[src/rtl/fib_pkg.sv]
// Shared definitions for the Fibonacci stream generator.
//   FIB_W_DEF   : default width of a Fibonacci term
//   fib_state_e : generator FSM state encoding
package fib_pkg;

    localparam int FIB_W_DEF = 32;

    typedef enum logic [1:0] {
        IDLE  = 2'd0,
        RUN   = 2'd1,
        DRAIN = 2'd2,
        DONE  = 2'd3
    } fib_state_e;

endpackage

[src/rtl/fib_adder.sv]
// W-bit adder with carry-out, used to form the next Fibonacci term.
// Purely combinational.
//   a, b  : addends
//   sum   : (a + b) mod 2^W
//   carry : carry-out of the W-bit addition
module fib_adder
    import fib_pkg::*;
#(
    parameter int W = FIB_W_DEF
) (
    input  logic [W-1:0] a,
    input  logic [W-1:0] b,
    output logic [W-1:0] sum,
    output logic         carry
);

    assign {carry, sum} = {1'b0, a} + {1'b0, b};

endmodule

[src/rtl/fib_stream_gen.sv]
// Fibonacci stream generator with a valid/ready output handshake.
// A run is requested with start + n_terms while idle; terms are emitted one
// per accepted handshake, the final one flagged with term_last, then done
// pulses for one cycle.
//   clk, rst       : clock, synchronous active-high reset
//   start, n_terms : run request and number of terms (1..F valid)
//   busy           : run in progress
//   term_valid/term_ready/term_data/term_idx/term_last : output stream
//   ovf            : sticky, a computed term overflowed W bits
//   done           : one-cycle end-of-run pulse
// Compile option FIB_OVF_STOP_EN: when defined, an overflow ends the run
// after the last non-overflowed term instead of wrapping.
//
// state | meaning
// IDLE  | waiting for start
// RUN   | emitting terms, a/b advance on each handshake
// DRAIN | overflow seen, emitting the final valid term without updating b
// DONE  | one-cycle done pulse, back to IDLE
module fib_stream_gen
    import fib_pkg::*;
#(
    parameter int           W     = FIB_W_DEF,
    parameter logic [W-1:0] Seed1 = '0,
    parameter logic [W-1:0] Seed2 = W'(1),
    parameter int           F     = 10
) (
    input  logic                   clk,
    input  logic                   rst,
    input  logic                   start,
    input  logic [$clog2(F+1)-1:0] n_terms,
    output logic                   busy,
    output logic                   term_valid,
    input  logic                   term_ready,
    output logic [W-1:0]           term_data,
    output logic [$clog2(F)-1:0]   term_idx,
    output logic                   term_last,
    output logic                   ovf,
    output logic                   done
);

    localparam int             CW    = $clog2(F + 1);
    localparam int             IW    = $clog2(F);
    localparam logic [CW-1:0]  F_CNT = CW'(F);
    localparam logic [CW:0]    TWO   = 2;

    fib_state_e    state_q, state_d;
    logic [W-1:0]  a_q, a_d;
    logic [W-1:0]  b_q, b_d;
    logic [IW-1:0] idx_q, idx_d;
    logic [CW-1:0] n_q, n_d;
    logic          ovf_q, ovf_d;

    logic [W-1:0]  sum;
    logic          carry;
    logic [CW-1:0] idx_ext;
    logic [CW-1:0] n_last;
    logic [CW:0]   sum_idx;
    logic          sum_in_run;

    fib_adder #(.W(W)) u_adder (
        .a     (a_q),
        .b     (b_q),
        .sum   (sum),
        .carry (carry)
    );

    // a+b produces term idx+2; its overflow only matters if that term
    // would actually be emitted in this run.
    always_comb begin
        idx_ext    = CW'(idx_q);
        n_last     = n_q - CW'(1);
        sum_idx    = {1'b0, idx_ext} + TWO;
        sum_in_run = (sum_idx < {1'b0, n_q});
    end

    always_comb begin
        state_d    = state_q;
        a_d        = a_q;
        b_d        = b_q;
        idx_d      = idx_q;
        n_d        = n_q;
        ovf_d      = ovf_q;
        busy       = 1'b0;
        term_valid = 1'b0;
        term_last  = 1'b0;
        done       = 1'b0;

        case (state_q)
            IDLE: begin
                if (start) begin
                    if ((n_terms != '0) && (n_terms <= F_CNT)) begin
                        state_d = RUN;
                        n_d     = n_terms;
                        a_d     = Seed1;
                        b_d     = Seed2;
                        idx_d   = '0;
                        ovf_d   = 1'b0;
                    end else begin
                        state_d = DONE;
                    end
                end
            end
            RUN: begin
                busy       = 1'b1;
                term_valid = 1'b1;
                term_last  = (idx_ext == n_last);
                if (term_ready) begin
                    a_d   = b_q;
                    b_d   = sum;
                    idx_d = idx_q + IW'(1);
                    if (term_last) begin
                        state_d = DONE;
                    end else if (carry && sum_in_run) begin
                        ovf_d = 1'b1;
`ifdef FIB_OVF_STOP_EN
                        state_d = DRAIN;
`endif
                    end
                end
            end
            DRAIN: begin
                // Only the term already held in a is still good.
                busy       = 1'b1;
                term_valid = 1'b1;
                term_last  = 1'b1;
                if (term_ready) begin
                    state_d = DONE;
                end
            end
            DONE: begin
                done    = 1'b1;
                state_d = IDLE;
            end
            default: state_d = IDLE;
        endcase
    end

    always_ff @(posedge clk) begin
        if (rst) begin
            state_q <= IDLE;
            a_q     <= '0;
            b_q     <= '0;
            idx_q   <= '0;
            n_q     <= '0;
            ovf_q   <= 1'b0;
        end else begin
            state_q <= state_d;
            a_q     <= a_d;
            b_q     <= b_d;
            idx_q   <= idx_d;
            n_q     <= n_d;
            ovf_q   <= ovf_d;
        end
    end

    // Data/index read as zero whenever no term is being offered.
    assign term_data = term_valid ? a_q : '0;
    assign term_idx  = term_valid ? idx_q : '0;
    assign ovf       = ovf_q;

endmodule

[config.mk]
export PLATFORM = sky130hd
export DESIGN_NAME = fib_stream_gen
export DESIGN_NICKNAME = d
export VERILOG_FILES = /design/src/rtl/fib_pkg.sv /design/src/rtl/fib_adder.sv /design/src/rtl/fib_stream_gen.sv
export SDC_FILE = /design/constraint.sdc
export NUM_CORES = 1
export LEC_CHECK = 0
export ABC_AREA = 1
export CAP_MARGIN = 20
export CORE_ASPECT_RATIO = 0.75
export CORE_UTILIZATION = 55
export DETAILED_ROUTE_END_ITERATION = 10
export DONT_BUFFER_PORTS = 1
export PLACE_DENSITY = 0.75
export SYNTH_ARGS = -nofsm -noshare
export SYNTH_HDL_FRONTEND = slang
export SYNTH_SLANG_ARGS = --single-unit
[constraint.sdc]
create_clock -name clk -period 3 [get_ports clk]
set_input_delay 0.3 -clock clk [delete_from_list [all_inputs] [get_ports clk]]
set_output_delay 0.3 -clock clk [all_outputs]
set_load 0.01 [all_outputs]
==> results of run 1 <==
synth_stat cells (all sizes together):
| cell | n |
|---|---|
| nor3b | 1 |
| a21o | 1 |
| nand3 | 51 |
| nand4 | 5 |
| xor2 | 7 |
| o211ai | 1 |
| a21oi | 100 |
| o21bai | 1 |
| and3 | 1 |
| clkbuf | 10 |
| nor3 | 10 |
| inv | 184 |
| o22ai | 2 |
| nand2 | 389 |
| ha | 44 |
| and2 | 4 |
| nand3b | 3 |
| o21ai | 18 |
| or2 | 5 |
| o21a | 1 |
| buf | 15 |
| dfxtp | 75 |
| xnor2 | 4 |
| a31o | 1 |
| fa | 1 |
| nor2 | 52 |
power by group through the flow:
stage | clock network (uW) | logic (uW) | registers (uW)
global placement | 0 | 742 | 1080
detailed placement | 0 | 745 | 1080
finish | 1200 | 756 | 1060
floorplan | 0 | 590 | 1080
CTS | 1210 | 752 | 1060
global route | 1260 | 825 | 1070
per-stage QoR:
step                hold WS, ps  total power (uW)  setup WS (ps)
global route               20.5              3150            480
global placement            376              1830            854
detailed placement          376              1830            816
floorplan                   456              1670           1170
finish                     26.6              3020            641
CTS                        20.4              3020            618
worst max-delay path, stage by stage, from the launching register on:
cell and delay (ps):
dfxtp_1 400, inv_1 90, ha_1 780, buf_12 240
nand2_1 80, inv_1 100
per-layer routing:
metal / share of wire (%) / vias to the layer above
met3: 7.2 / 15
met1: 54 / 2459
met4: 1.1 / 0
met5: 0 / -
li1: - / 3011
met2: 38 / 183
cells in the final DEF, fill, tap and decap left out, types with 2 or more instances in the layout:
cell       netlist  final
or2_2            5      5
a21oi_1        100    100
ha_1            44     44
nand2_1        388    388
nor3_1          10     10
bufinv_16        0      2
and2_1           4      4
clkbuf_16        0      9
nor2_1          52     52
dfxtp_1         75     75
nand4_1          5      5
inv_2            3      3
buf_12           0      2
nand3b_1         3      3
xnor2_1          4      4
clkbuf_8         0      2
inv_1          181    181
nand3_1         50     50
buf_4            8      3
o21ai_0         17     17
xor2_1           7      7
flip-flops by register name, summed over array words and instances, names as in the netlist:
name	count
b_q	32
a_q	32
state_q	2
ovf	1
idx_ext	4
n_q	4
cells by family (layout without fill, tap and decap cells):
| logic type | after synthesis | in the layout | synth area share (%) |
|---|---|---|---|
| compound gates | 125 | 125 | 11.4 |
| xor+xnor | 11 | 11 | 1.68 |
| fa+ha+maj | 45 | 45 | 9.94 |
| simple gates | 521 | 521 | 36.4 |
| flops | 75 | 75 | 26.1 |
| buf+inv | 209 | 205 | 14.4 |
final cells by class:
class	instances	area [sq um]
sequential	75	1500
clock buffer	12	256
multi-input combinational	702	3420
inverter	184	691
clock inverter	4	72.6
timing repair buffer	5	62.6
tap	132	165
fill	1016	3720
worst max path at each step:
stage                                       to  slack, ps  cells after the start
after floorplan                  term_data[10]       1170                      6
after global placement    b_q[18]$_SDFFE_PP0P_        850                     10
after detailed placement  b_q[18]$_SDFFE_PP0P_        820                     10
after CTS                        term_data[28]        620                      5
after global routing             term_data[30]        480                      5
final                            term_data[28]        640                      5
==> flow_summary_export.csv, run 1 <==
group,metric,value,unit
synthesis,synth_nets,1039,
drt,drt_first_pass_iters,5,
drt,drt-total-wl,14.4,mm
floorplan,die_area,10900,sq um
layout,drive_gt1_share,3.36,%
floorplan,ioPinCount,49,
timing,clock_skew,5.94,ps
synthesis,yosysTopAreaCell,"dfxtp_1",
setup_path,r2r-start,"state_q[1]$_SDFFE_PP0P_",
synthesis,synth_warnings,0,
timing,grt_setup_unrepaired,"no",
power,swShare,33.1,%
drt,drc_errors,0,
clock_tree,ctsHtreeMaxLevel,3,
drt,post_drt_wl_per_cell,12.9,um
grt,grt_pass1_wl,23.3,mm
setup_path,r2r_cells,10,
clock_tree,cts_tree,"done",
floorplan,rows,31,
timing,final_hold_viol_count,0,
min_path,hp-class,"in -> reg",
setup_path,crit_type,"reg -> out",
layout,fin_util,62.4,%
floorplan,core-area,9890,sq um
drt,antenna_left,0,
setup_path,r2r_slack,770,ps
grt,grt_pass1_vias,4728,
power,ir_worst_vdd,0.000356,V
min_path,hold_path.startpoint,"rst",
grt,top_usage_layer,"met1",
clock_tree,cts_setup_buffers,0,
clock_tree,clk_pin_slew,60,ps
clock_tree,post_cts_resized,0,
placement,place_congestion,0.996,
timing,timing.fmax,424,MHz
drt,vias,5668,
setup_path,path_max_fanout,20,
synthesis,yosysTopAreaCellShare,26.1,%
synthesis,synthCells,986,
layout,fin_area,6170,sq um
timing,fin_tns_setup,0,ps
drt,drt_iter0_drc,525,
layout,layout.cells.non_filler,1114,
layout,area_growth_syn_to_layout,7.45,%
timing,worst_pin_slew,757,ps
grt,use_met1,41.8,%
timing,finalMaxSlewViolations,0,
placement,dp_cells,1098,
clock_tree,numCtsBuffers,9,
setup_path,required,2700,ps
power,p_leak,0.00336,uW
clock_tree,ctsHoldBuffers,0,
floorplan,die_h,90.5,um
timing,fin_crit,2360,ps
floorplan,start_util,58.1,%
synthesis,synth_area,5740,sq um
power,internal-power,2020,uW
clock_tree,cts-root-buf,"clkbuf_16",
timing,relSlewSlack,49.6,%
setup_path,cp-end-kind,"output pin",
floorplan,dieWidth,120,um
grt,grtUsageMet2,36.5,%
setup_path,critPathLaunchType,"flip-flop",
power,p_sw,1000,uW
timing,timing.final.crit_share,78.6,%
placement,placedInstanceArea,5840,sq um
placement,numPortBuffers,0,
layout,fin_nets,1030,
grt,antenna_found_initial,0,
clock_tree,cts_sinks,75,
synthesis,synth_area_leaders,"dfxtp_1, nand2_1, inv_1, ha_1, a21oi_1",
clock_tree,worstSkewPairLatency,340,ps
drt,via_per_inst,5.09,
min_path,hold_end,"idx_ext[1]$_SDFFE_PP0P_",
grt,track_usage,26.7,%
grt,met3_usage,5.18,%
power,seqPwrFrac,35.2,%
status,status,"finished clean",
power,power_density,489,nW/um^2
synthesis,synth-seq-cells,75,
power,clkPwrFrac,39.7,%
timing,setup_viol,0,
synthesis,synthDistinctLibCells,34,
placement,hpwl,10.8,mm
grt,grt_remaining_overflow,0,
setup_path,r2r_end,"b_q[18]$_SDFFE_PP0P_",
setup_path,startpoint,"state_q[1]$_SDFFE_PP0P_",
min_path,holdPathStages,1,
synthesis,avgSynthCellArea,5.82,sq um
setup_path,crit_arrival,2060,ps
synthesis,ys_seq_area_share,26.1,%
run,cap_violations,0,
clock_tree,clock_path_buffers,2,
power,power_frac_comb,25.0,%
layout,antenna_cells,0,
grt,grt_start_max_net_pins,68,
(Power assumes the default switching activity.)
==> run 2, diff against run 1 <==
--- a/config.mk
+++ b/config.mk
@@ -11,7 +11,7 @@
 export CORE_UTILIZATION = 55
 export DETAILED_ROUTE_END_ITERATION = 10
 export DONT_BUFFER_PORTS = 1
-export PLACE_DENSITY = 0.75
+export PLACE_DENSITY = 0.78
 export SYNTH_ARGS = -nofsm -noshare
 export SYNTH_HDL_FRONTEND = slang
 export SYNTH_SLANG_ARGS = --single-unit
==> constraint.sdc (replaced) <==
create_clock -name clk -period 1.99 [get_ports clk]
set_input_delay 0.199 -clock clk [delete_from_list [all_inputs] [get_ports clk]]
set_output_delay 0.199 -clock clk [all_outputs]
set_load 0.01 [all_outputs]
==> run 2 against run 1 <==
Compared with the run above: routed wire length up 12%; register-to-register slack worse by 690 ps; global-route usage up 2.1 points.
==> flow_summary_export.csv, run 2 (synthesis gave the netlist of run 1 again) <==
group,metric,value,unit
timing,clock_skew,11.3,ps
drt,vias,6017,
floorplan,start_util,58.1,%
grt,grtUsageMet2,40.5,%
grt,grt_pass1_vias,5321,
run,cap_violations,0,
layout,fin_area,6820,sq um
grt,top_usage_layer,"met1",
setup_path,path_max_fanout,2,
grt,grt_pass1_wl,25.4,mm
timing,timing.fmax,511,MHz
grt,track_usage,28.9,%
grt,grt_remaining_overflow,0,
setup_path,cp_num_cells,8,
timing,setup_viol,0,
floorplan,die_area,10900,sq um
status,status,"finished clean",
power,ir_worst_vdd,0.000491,V
clock_tree,cts-root-buf,"clkbuf_16",
layout,fin_nets,1056,
timing,fin_crit,1960,ps
timing,relSlewSlack,77.4,%
setup_path,r2r_cells,10,
clock_tree,clk_pin_slew,60,ps
clock_tree,worstSkewPairLatency,350,ps
grt,antenna_found_initial,0,
layout,layout_common_cells,"nand2_1, inv_1, a21oi_1",
drt,drt_first_pass_iters,5,
setup_path,crit_arrival,1760,ps
drt,antenna_left,0,
timing,timing.final.crit_share,98.3,%
setup_path,required,1790,ps
layout,area_growth_syn_to_layout,18.7,%
clock_tree,clock_path_buffers,2,
drt,via_per_inst,5.28,
grt,met3_usage,6.63,%
drt,post_drt_wl_per_cell,14.1,um
setup_path,slowest_delay,350,ps
placement,numPortBuffers,0,
setup_path,critPathSlowestCell,"dfxtp_2",
clock_tree,ctsHtreeMaxLevel,3,
setup_path,crit_type,"reg -> out",
timing,finalMaxSlewViolations,0,
drt,drt_iter0_drc,485,
timing,final_hold_viol_count,0,
setup_path,critPathBufInv,1,
clock_tree,cts_tree,"done",
clock_tree,cts_sinks,75,
layout,reg_top3,"a_q: 32 flops, b_q: 32 flops",
layout,drive_gt1_share,12.2,%
layout,n_fill_cell,889,
placement,place_congestion,1.02,
timing,worst_pin_slew,338,ps
placement,placedInstanceArea,5990,sq um
layout,layout_commonest_cell,"nand2_1",
clock_tree,numCtsBuffers,9,
layout,fin_util,68.9,%
floorplan,dieWidth,120,um
setup_path,cp-end-kind,"output pin",
layout,layout.area.seq,1510,sq um
grt,use_met1,43.8,%
setup_path,critPathLaunchType,"flip-flop",
power,power_density,751,nW/um^2
floorplan,ioPinCount,49,
setup_path,crit_path_cell_trace,"inv_2, ha_4, nor2_2, nor3b_2, o21ai_1, nand3b_1, nor2_1, o21a_1",
drt,drc_errors,0,
floorplan,core-area,9890,sq um
floorplan,rows,31,
drt,drt-total-wl,16.0,mm
power,p_leak,0.00352,uW
timing,grt_setup_unrepaired,"yes",
placement,hpwl,11.2,mm
min_path,hp-class,"in -> reg",
layout,multi_input_area,3760,sq um
floorplan,die_h,90.5,um
min_path,holdPathStages,2,
grt,grt_start_max_net_pins,67,
setup_path,path_delay_family,"simple AND/OR/NAND/NOR gates",
layout,antenna_cells,0,
-- run 2: changes by cell type in the layout (fill, tap and decap cells not counted), moves of 5 or more --
cell	before	now
a21oi_1	100	93
a21oi_2	0	7
buf_4	3	25
dfxtp_1	75	70
ha_1	44	20
ha_2	0	7
ha_4	0	17
nand2_1	388	377
nand2_2	1	11
nor2_1	52	46
nor2_2	0	6
-- run 2: repair_timing --
| item | in CTS | in global routing |
|---|---|---|
| hold buffers | 1 | 0 |
| cloned | 0 | 1 |
| endpoints found under the setup margin | 2 | 40 |
| pin swaps | 4 | 8 |
| hold endpoints to repair | 66 | 0 |
| setup buffers | 1 | 6 |
| gates resized for setup | 9 | 62 |
-- run 2: cell type report --
cell class / count / area share, %
multi-input cells: 702 / 55.2
flip-flops and latches: 75 / 22.2
inverters: 184 / 10.1
repair buffers: 31 / 4.70
clock buffers: 10 / 3.36
well taps: 132 / 2.42
clock inverters: 6 / 2.02
-- run 2: report_power, final --
part	switching (uW)	internal, uW
registers	50.5	1560
clock network	674	1360
logic	935	543
-- run 2: worst paths after layout --
path / start / to / slack [ps]
max: n_q[0]$_SDFFE_PP0P_ / term_last / 30
min: n_terms[1] / n_q[1]$_SDFFE_PP0P_ / 60
min reg2reg: idx_ext[0]$_SDFFE_PP0P_ / idx_ext[0]$_SDFFE_PP0P_ / 460
max reg2reg: a_q[4]$_SDFFE_PP0P_ / b_q[12]$_SDFFE_PP0P_ / 80
-- run 2: stage by stage --
stage	std cells	total power [uW]	setup slack (ps)	TNS (ps)	hold slack, ps
floorplan	986	2510	158	0	392
global placement	1115	2840	59.7	0	275
detailed placement	1115	2850	8.52	0	275
CTS	1133	4940	-5.76	-5.76	48.7
global route	1140	5320	-36.8	-161	103
finish	1140	5120	33.9	0	55.1
-- run 2: routing by layer --
| layer | up-vias | wire length [um] |
|---|---|---|
| met4 | 0 | 191 |
| met5 | - | 0 |
| li1 | 3053 | - |
| met1 | 2699 | 8010 |
| met2 | 245 | 6530 |
| met3 | 20 | 1310 |
